`src/rtl/sext_pipe.sv`:
```
// sext_pipe: registered immediate extender with a 2-entry skid buffer.
// The immediate is extended as the instruction arrives, and the result is stored
// in the buffer together with its tag and an illegal-opcode flag. The result
// leaves one cycle later through a valid/ready handshake.
// The optional macro SEXT_PIPE_TGT_EN adds a registered `tgt` output, equal to out_tag + ext.
// XLEN must be 32 or 64.
module sext_pipe #(
   parameter int XLEN  = 32,
   parameter int TAG_W = 32
) (
   input  logic             clk,
   input  logic             rst,
   input  logic             flush,
   input  logic             in_valid,
   output logic             in_ready,
   input  logic [31:0]      inst,
   input  logic [2:0]       ext_op,
   input  logic [TAG_W-1:0] in_tag,
   output logic             out_valid,
   input  logic             out_ready,
   output logic [XLEN-1:0]  ext,
   output logic [TAG_W-1:0] out_tag,
   output logic             op_err
`ifdef SEXT_PIPE_TGT_EN
   ,output logic [XLEN-1:0] tgt
`endif
);

   localparam logic [2:0] EXT_I  = 3'd0;
   localparam logic [2:0] EXT_S  = 3'd1;
   localparam logic [2:0] EXT_B  = 3'd2;
   localparam logic [2:0] EXT_J  = 3'd3;
   localparam logic [2:0] EXT_U  = 3'd4;
   localparam logic [2:0] EXT_Z  = 3'd5;
   localparam logic [2:0] EXT_SH = 3'd6;

   typedef struct packed {
      logic [XLEN-1:0]  ext;
      logic [TAG_W-1:0] tag;
      logic             err;
`ifdef SEXT_PIPE_TGT_EN
      logic [XLEN-1:0]  tgt;
`endif
   } entry_t;

   logic [63:0] ext_wide;
   logic        err_in;
   entry_t      in_e;
   entry_t      m_q;
   entry_t      s_q;
   logic        m_valid;
   logic        s_valid;
   logic        in_xfer;
   logic        out_xfer;
   logic        advance;
   logic        m_load_s;
   logic        m_load_in;
   logic        s_load_in;
   logic        unused_bits;

   // Every format is built at 64 bits and then cut down to XLEN, so the same
   // sign-extension expressions serve both widths.
   always_comb begin
      ext_wide = '0;
      err_in   = 1'b0;
      case (ext_op)
         EXT_I:  ext_wide = {{52{inst[31]}}, inst[31:20]};
         EXT_S:  ext_wide = {{52{inst[31]}}, inst[31:25], inst[11:7]};
         EXT_B:  ext_wide = {{51{inst[31]}}, inst[31], inst[7], inst[30:25], inst[11:8], 1'b0};
         EXT_J:  ext_wide = {{43{inst[31]}}, inst[31], inst[19:12], inst[20], inst[30:21], 1'b0};
         EXT_U:  ext_wide = {{32{inst[31]}}, inst[31:12], 12'b0};
         EXT_Z:  ext_wide = {59'b0, inst[19:15]};
         EXT_SH: ext_wide = (XLEN == 64) ? {58'b0, inst[25:20]} : {59'b0, inst[24:20]};
         default: err_in = 1'b1;
      endcase
   end

   assign unused_bits = ^{inst[6:0], ext_wide};

   assign in_e.ext = ext_wide[XLEN-1:0];
   assign in_e.tag = in_tag;
   assign in_e.err = err_in;

`ifdef SEXT_PIPE_TGT_EN
   logic [XLEN-1:0] tag_x;
   if (TAG_W >= XLEN) begin : g_tag_trunc
      assign tag_x = in_tag[XLEN-1:0];
   end else begin : g_tag_zext
      assign tag_x = {{(XLEN-TAG_W){1'b0}}, in_tag};
   end
   assign in_e.tgt = tag_x + in_e.ext;
   assign tgt      = m_q.tgt;
`endif

   // Handshake. in_ready depends only on registered state, so there is no
   // combinational path from out_ready to in_ready.
   assign in_ready  = !s_valid;
   assign in_xfer   = in_valid && in_ready;
   assign out_valid = m_valid;
   assign out_xfer  = m_valid && out_ready;
   assign advance   = !m_valid || out_xfer;
   assign m_load_s  = !flush && advance && s_valid;
   assign m_load_in = !flush && advance && !s_valid && in_xfer;
   assign s_load_in = !flush && in_xfer && (advance ? s_valid : 1'b1);

   assign ext     = m_q.ext;
   assign out_tag = m_q.tag;
   assign op_err  = m_q.err;

   // Occupancy: reset wins over flush, flush wins over any transfer.
   always_ff @(posedge clk) begin
      if (rst) begin
         m_valid <= 1'b0;
         s_valid <= 1'b0;
      end else if (flush) begin
         m_valid <= 1'b0;
         s_valid <= 1'b0;
      end else if (advance) begin
         m_valid <= s_valid || in_xfer;
         s_valid <= s_valid && in_xfer;
      end else begin
         s_valid <= s_valid || in_xfer;
      end
   end

   // Main entry payload. Only reset clears it; otherwise it holds while stalled.
   always_ff @(posedge clk) begin
      if (rst) begin
         m_q <= '0;
      end else if (m_load_s) begin
         m_q <= s_q;
      end else if (m_load_in) begin
         m_q <= in_e;
      end
   end

   // Skid entry payload. It captures the input when the main entry cannot take it.
   always_ff @(posedge clk) begin
      if (rst) begin
         s_q <= '0;
      end else if (s_load_in) begin
         s_q <= in_e;
      end
   end

endmodule

```
`config.mk`:
```
export PLATFORM = sky130hd
export DESIGN_NAME = sext_pipe
export DESIGN_NICKNAME = d
export VERILOG_FILES = /design/src/rtl/sext_pipe.sv
export SDC_FILE = /design/constraint.sdc
export NUM_CORES = 1
export LEC_CHECK = 0
export BUFFER_PORTS_ARGS = -buffer_cell sky130_fd_sc_hd__buf_4
export CAP_MARGIN = 0
export CORE_ASPECT_RATIO = 1.1
export CORE_MARGIN = 2
export CORE_UTILIZATION = 50
export DETAILED_ROUTE_END_ITERATION = 8
export PLACE_DENSITY = 0.75
export SETUP_SLACK_MARGIN = 0.3
export SYNTH_ARGS = -nofsm -noshare
export SYNTH_HDL_FRONTEND = slang
export SYNTH_SLANG_ARGS = --single-unit
```
`constraint.sdc`:
```
create_clock -name clk -period 2.35 [get_ports clk]
set_clock_uncertainty 0.1 [all_clocks]
set_input_delay 0.235 -clock clk [delete_from_list [all_inputs] [get_ports clk]]
set_output_delay 0.235 -clock clk [all_outputs]
set_load 0.02 [all_outputs]
```
# After elaboration in Yosys (flattened, before gate mapping)

Cells that the tools add are included.

Shift-type cells: 0
$lt $le $gt $ge: 0
Div/mod/pow operators: 0
Bitwise operators: 0
Equal/unequal tests: 6
Reductions and logical operators: 18
Mux-type cells: 6
Multipliers: 0
Add/sub/neg operators: 0

Operators with widths:

| cell                 | count |
|---|---|
| $pmux W32 S7         | 1 |
| $mux W65             | 2 |
| $eq A3 B3 Y1 const B | 3 |
| $logic_and A1 B1 Y1  | 9 |
| $reduce_or A7 Y1     | 1 |
| $eq A3 B2 Y1 const B | 2 |
| $eq A3 B1 Y1 const B | 1 |
| $logic_not A1 Y1     | 3 |
| $logic_not A3 Y1     | 1 |
| $mux W1              | 3 |
| $logic_or A1 B1 Y1   | 2 |
| $reduce_bool A2 Y1   | 1 |
| $reduce_or A2 Y1     | 1 |

Output and inout bits: 67
RAM bits: 0
ROM bits: 0
Bits of input ports: 72
Latch bits: 0
Flip-flop bits (word level): 132
Memories: 0

# Depth between registers and ports, before layout

Word-level depth: 7
Depth in mapped cells: 7
Gate-level depth less buffers: 4

# Least setup slack after synthesis

No wires, ideal clock.

Path type: register to register
From: register m_valid (netlist: out_valid)
To: register m_q (netlist bit ext[0])
Arrival time: 1.377 ns
Path slack: 0.742 ns
Cell stages (with the launch flop): 7
Library setup time: 0.131 ns
Path buffers: 2
Path through: dfxtp_1 nor2b_4 or3_1 buf_4 buf_2 nand3_1 o41ai_2

Cells in the longest elaborated chain, start to end: 6
Elaborated cells on any way between the ends: 9
Those cells by class: mux (1); reduce/logical (8)

Ends and longest elaborated chain:

| what                                                           | line     | source |
|---|---|---|
| from (decl)                                                    | 51       | `logic m_valid;` |
| from (signal assigned)                                         | 119      | `m_valid <= s_valid \|\| in_xfer;` |
| $logic_not A1 Y1 / $logic_and A1 B1 Y1 (equally long branches) | 101, 100 |  |
| $logic_or A1 B1 Y1 (*)                                         | 101      | `assign advance = !m_valid \|\| out_xfer;` |
| $logic_and A1 B1 Y1 (*)                                        | 102, 103 |  |
| $logic_and A1 B1 Y1 (2 in a row)                               | 103      | `assign m_load_in = !flush && advance && !s_valid && in_xfer;` |
| $reduce_bool A2 Y1 (no line)                                   | n/a      |  |
| to (signal assigned)                                           | 131      | `m_q <= s_q;` |
| to (signal assigned)                                           | 133      | `m_q <= in_e;` |
| to (decl)                                                      | 49       | `entry_t m_q;` |

Every way passes the cells marked *; elsewhere a longest branch is shown, timed or not.
A chain may end at the register's enable or synchronous reset.

# Worst setup path in the final report

From: register s_valid
To: output in_ready

Cells in the longest elaborated chain, start to end: 1

Ends and longest elaborated chain:

| what                   | line | source |
|---|---|---|
| from (decl)            | 52   | `logic s_valid;` |
| from (signal assigned) | 120  | `s_valid <= s_valid && in_xfer;` |
| from (signal assigned) | 122  | `s_valid <= s_valid \|\| in_xfer;` |
| $logic_not A1 Y1       | 97   | `assign in_ready = !s_valid;` |
| to (decl)              | 15   | `output logic in_ready,` |

No other way between the ends.

==> results.py <==
metrics = {
    "final_layout": {
        "nFillCells": 924,
        "regArea_um2": 2640,
        "drive_gt1_share_pct": 24.1,
        "diodes": 0,
        "multi_input_area_um2": 2710,
        "fin_nets": 882,
        "syn2layout_area_growth_pct": 32.4,
        "final_cell_count_no_fill": 973,
        "final_common_cell": "nand2_1",
        "utilization_pct": 67.0,
        "final_cell_mix": "nand2_1 (155), buf_4 (143), dfxtp_1 (132)",
    },
    "route": {
        "wire_per_inst_um": 16.7,
        "wl_um": 16200,
        "drt_iter0_drc": 383,
        "dr.pass1.iters": 5,
        "route.vias.total": 5557,
        "ant_nets": 0,
        "viasPerCell": 5.71,
        "drc": 0,
    },
    "global_routing": {
        "grtUsageMet1_pct": 33.5,
        "grt_util_met3_pct": 5.86,
        "gr-total-overflow": 0,
        "grt_max_degree": 65,
        "grt_pass1_vias": 5473,
        "antenna_found_initial": 0,
        "grt_most_used_layer": "met2",
        "grt_pass1_wl_um": 26400,
        "use_met2_pct": 44.9,
        "grt_use_total_pct": 26.6,
    },
    "logic_synthesis": {
        "synth_top_family_by_area": "compound AO/OA/AOI/OAI gates",
        "synth_fa_ha_area_share_pct": 0,
        "yosys.area_share.simple_pct": 16.4,
        "syn-num-nets": 753,
        "synth_cell_type_count": 42,
        "synth_area_um2": 5730,
        "async_reset_ff_share_pct": 0,
        "syn_area_per_cell_um2": 8.42,
        "synth_enable_flop_cells": 0,
        "yosysWarningCount": 0,
        "synthMuxAreaShare_pct": 1.99,
        "synth-seq-area-share_pct": 46.1,
        "synth_ff_type": "dfxtp_1",
        "synth_xor_area_share_pct": 0.480,
        "synth-compound-area-share_pct": 28.2,
        "netlist_instances": 681,
        "synth_seq_cells": 132,
    },
    "clock_network": {
        "clk_latency_ns": 0.41,
        "path_clk_slew_ns": 0.05,
        "clockBufferDepth": 2,
        "root_buffer": "clkbuf_16",
        "cts_max_level": 4,
        "cts_sinks": 132,
        "cts_tree": "done",
        "cts_buffers": 17,
    },
    "sta": {
        "maxSlewViolCount": 0,
        "hold_viol": 0,
        "relSlewSlack_pct": 49.1,
        "rsz0062_at_grt": "no",
        "fin_hold_ws_ns": 0.0616,
        "min_period_ns": 1.89,
        "worst_slew_pin_slew_ns": 0.763,
        "tns_ns": 0,
        "final-setup-viol-count": 0,
        "max_freq_mhz": 530,
        "min_period_over_period_pct": 80.3,
    },
    "worst_setup_path": {
        "reg2reg_depth": 5,
        "critPathKind": "flip-flop to primary output",
        "critPathRequiredTime_ns": 2.02,
        "crit_arrival_ns": 1.55,
        "cp-start-kind": "flip-flop",
        "cp_max_fo": 64,
        "end_kind": "primary output",
    },
    "min_path": {
        "hold_path.class": "primary input to flip-flop",
        "holdPathStages": 3,
    },
    "floorplanning": {
        "die-height_um": 116,
        "start_util_pct": 50.6,
        "die_w_um": 106,
        "rows": 41,
        "fp.coreArea_um2": 11300,
        "pin_count": 139,
        "die_area_um2": 12300,
    },
    "pwr": {
        "clockPowerShare_pct": 46.6,
        "seq_power_share_pct": 42.0,
        "ir_drop_v": 0.000402,
        "p_per_area_nw_per_um2": 731,
        "power_frac_comb_pct": 11.4,
        "leakagePower_nw": 2.89,
        "p_sw_mw": 1.35,
        "internal_power_mw": 4.20,
        "switching_share_pct": 24.4,
        "total_power_mw": 5.55,
    },
    "place": {
        "place_congestion": 0.802,
        "dp_cells": 909,
        "port_buffers": 131,
        "dp_hpwl_um": 9900,
    },
    "job": {
        "cap_violations": 0,
    },
    "status": {
        "status": "completed",
    },
}
## routing by layer
layer	routed length, um	part of all wire (%)
met1	6930	43
met2	8120	50
met3	855	5.3
met4	291	1.8
met5	0	0
## cell usage after synthesis, types with 2 or more instances
cell | instances | area (um2)
mux2i_1 | 8 | 80.1
inv_1 | 5 | 18.8
clkbuf_8 | 4 | 55.1
o221ai_1 | 50 | 438
o21a_1 | 11 | 82.6
buf_1 | 3 | 11.3
nor2_1 | 30 | 113
dfxtp_1 | 132 | 2640
and2b_2 | 4 | 35.0
a21o_1 | 11 | 82.6
a22oi_1 | 4 | 30.0
a211oi_1 | 12 | 90.1
buf_4 | 2 | 15.0
nor2b_1 | 9 | 56.3
a21oi_1 | 115 | 576
nand2_1 | 155 | 582
nand3_1 | 3 | 15.0
clkbuf_1 | 26 | 97.6
mux2_2 | 3 | 33.8
a32oi_1 | 12 | 105
nor3_1 | 10 | 50.1
a211oi_2 | 3 | 37.5
o21ai_0 | 12 | 60.1
a221o_1 | 2 | 20.0
buf_2 | 29 | 145
o22a_1 | 8 | 70.1
buf_6 | 3 | 33.8
## worst paths after layout
kind | from | endpoint | slack [ns]
max | s_valid | in_ready | 0.46
min | out_ready | s_valid | 0.06
max reg2reg | s_valid | ext[13] | 0.54
min reg2reg | out_tag[5] | out_tag[5] | 0.35
## sequential cells by signal, summed over array words and instances (netlist names)
register and cells:
ext 32, s_q 65, s_valid 1, out_tag 32, out_valid 1, op_err 1
## per-stage QoR
stage	instance area, um2	setup slack [ns]
2_1_floorplan	5730	0.742
3_3_place_gp	6680	0.583
3_5_place_dp	6680	0.530
4_1_cts	7590	0.459
5_1_grt	7590	0.403
6_report	7590	0.462
## critical path: stages, from the launching register on
cell and delay, ns:
dfxtp_1 0.35, inv_2 0.09, buf_6 0.45, buf_4 0.24
## final cells by class
cell class,count,share of cell area [%]
clock inverter,12,1.71
clock buffer,20,6.01
tap,150,2.47
sequential,132,34.8
timing repair buffer,178,19.0
inverter,5,0.247
multi-input combinational,476,35.7
## what timing repair did
action,in CTS,in global routing
resized for setup,1,0
setup buffers,0,0
endpoints found under the hold margin,33,0
endpoints found under the setup margin,1,0
hold buffers,32,0
## kinds of logic (layout without fill, tap and decap cells)
family	Yosys count	after routing
multiplexers	11	11
flip-flops	132	132
XOR/XNOR	1	1
buffers and inverters	73	215
AND/OR/NAND/NOR	222	222
AO/OA/AOI/OAI	242	242
## power by group through the flow
stage / clock network, mW / registers (mW) / logic (mW)
2_1_floorplan: 0 / 2.44 / 0.284
3_3_place_gp: 0 / 2.38 / 0.566
3_5_place_dp: 0 / 2.38 / 0.579
6_report: 2.59 / 2.33 / 0.632
5_1_grt: 2.75 / 2.34 / 0.683
4_1_cts: 2.63 / 2.33 / 0.628
Power figures use the tool's default switching activity.
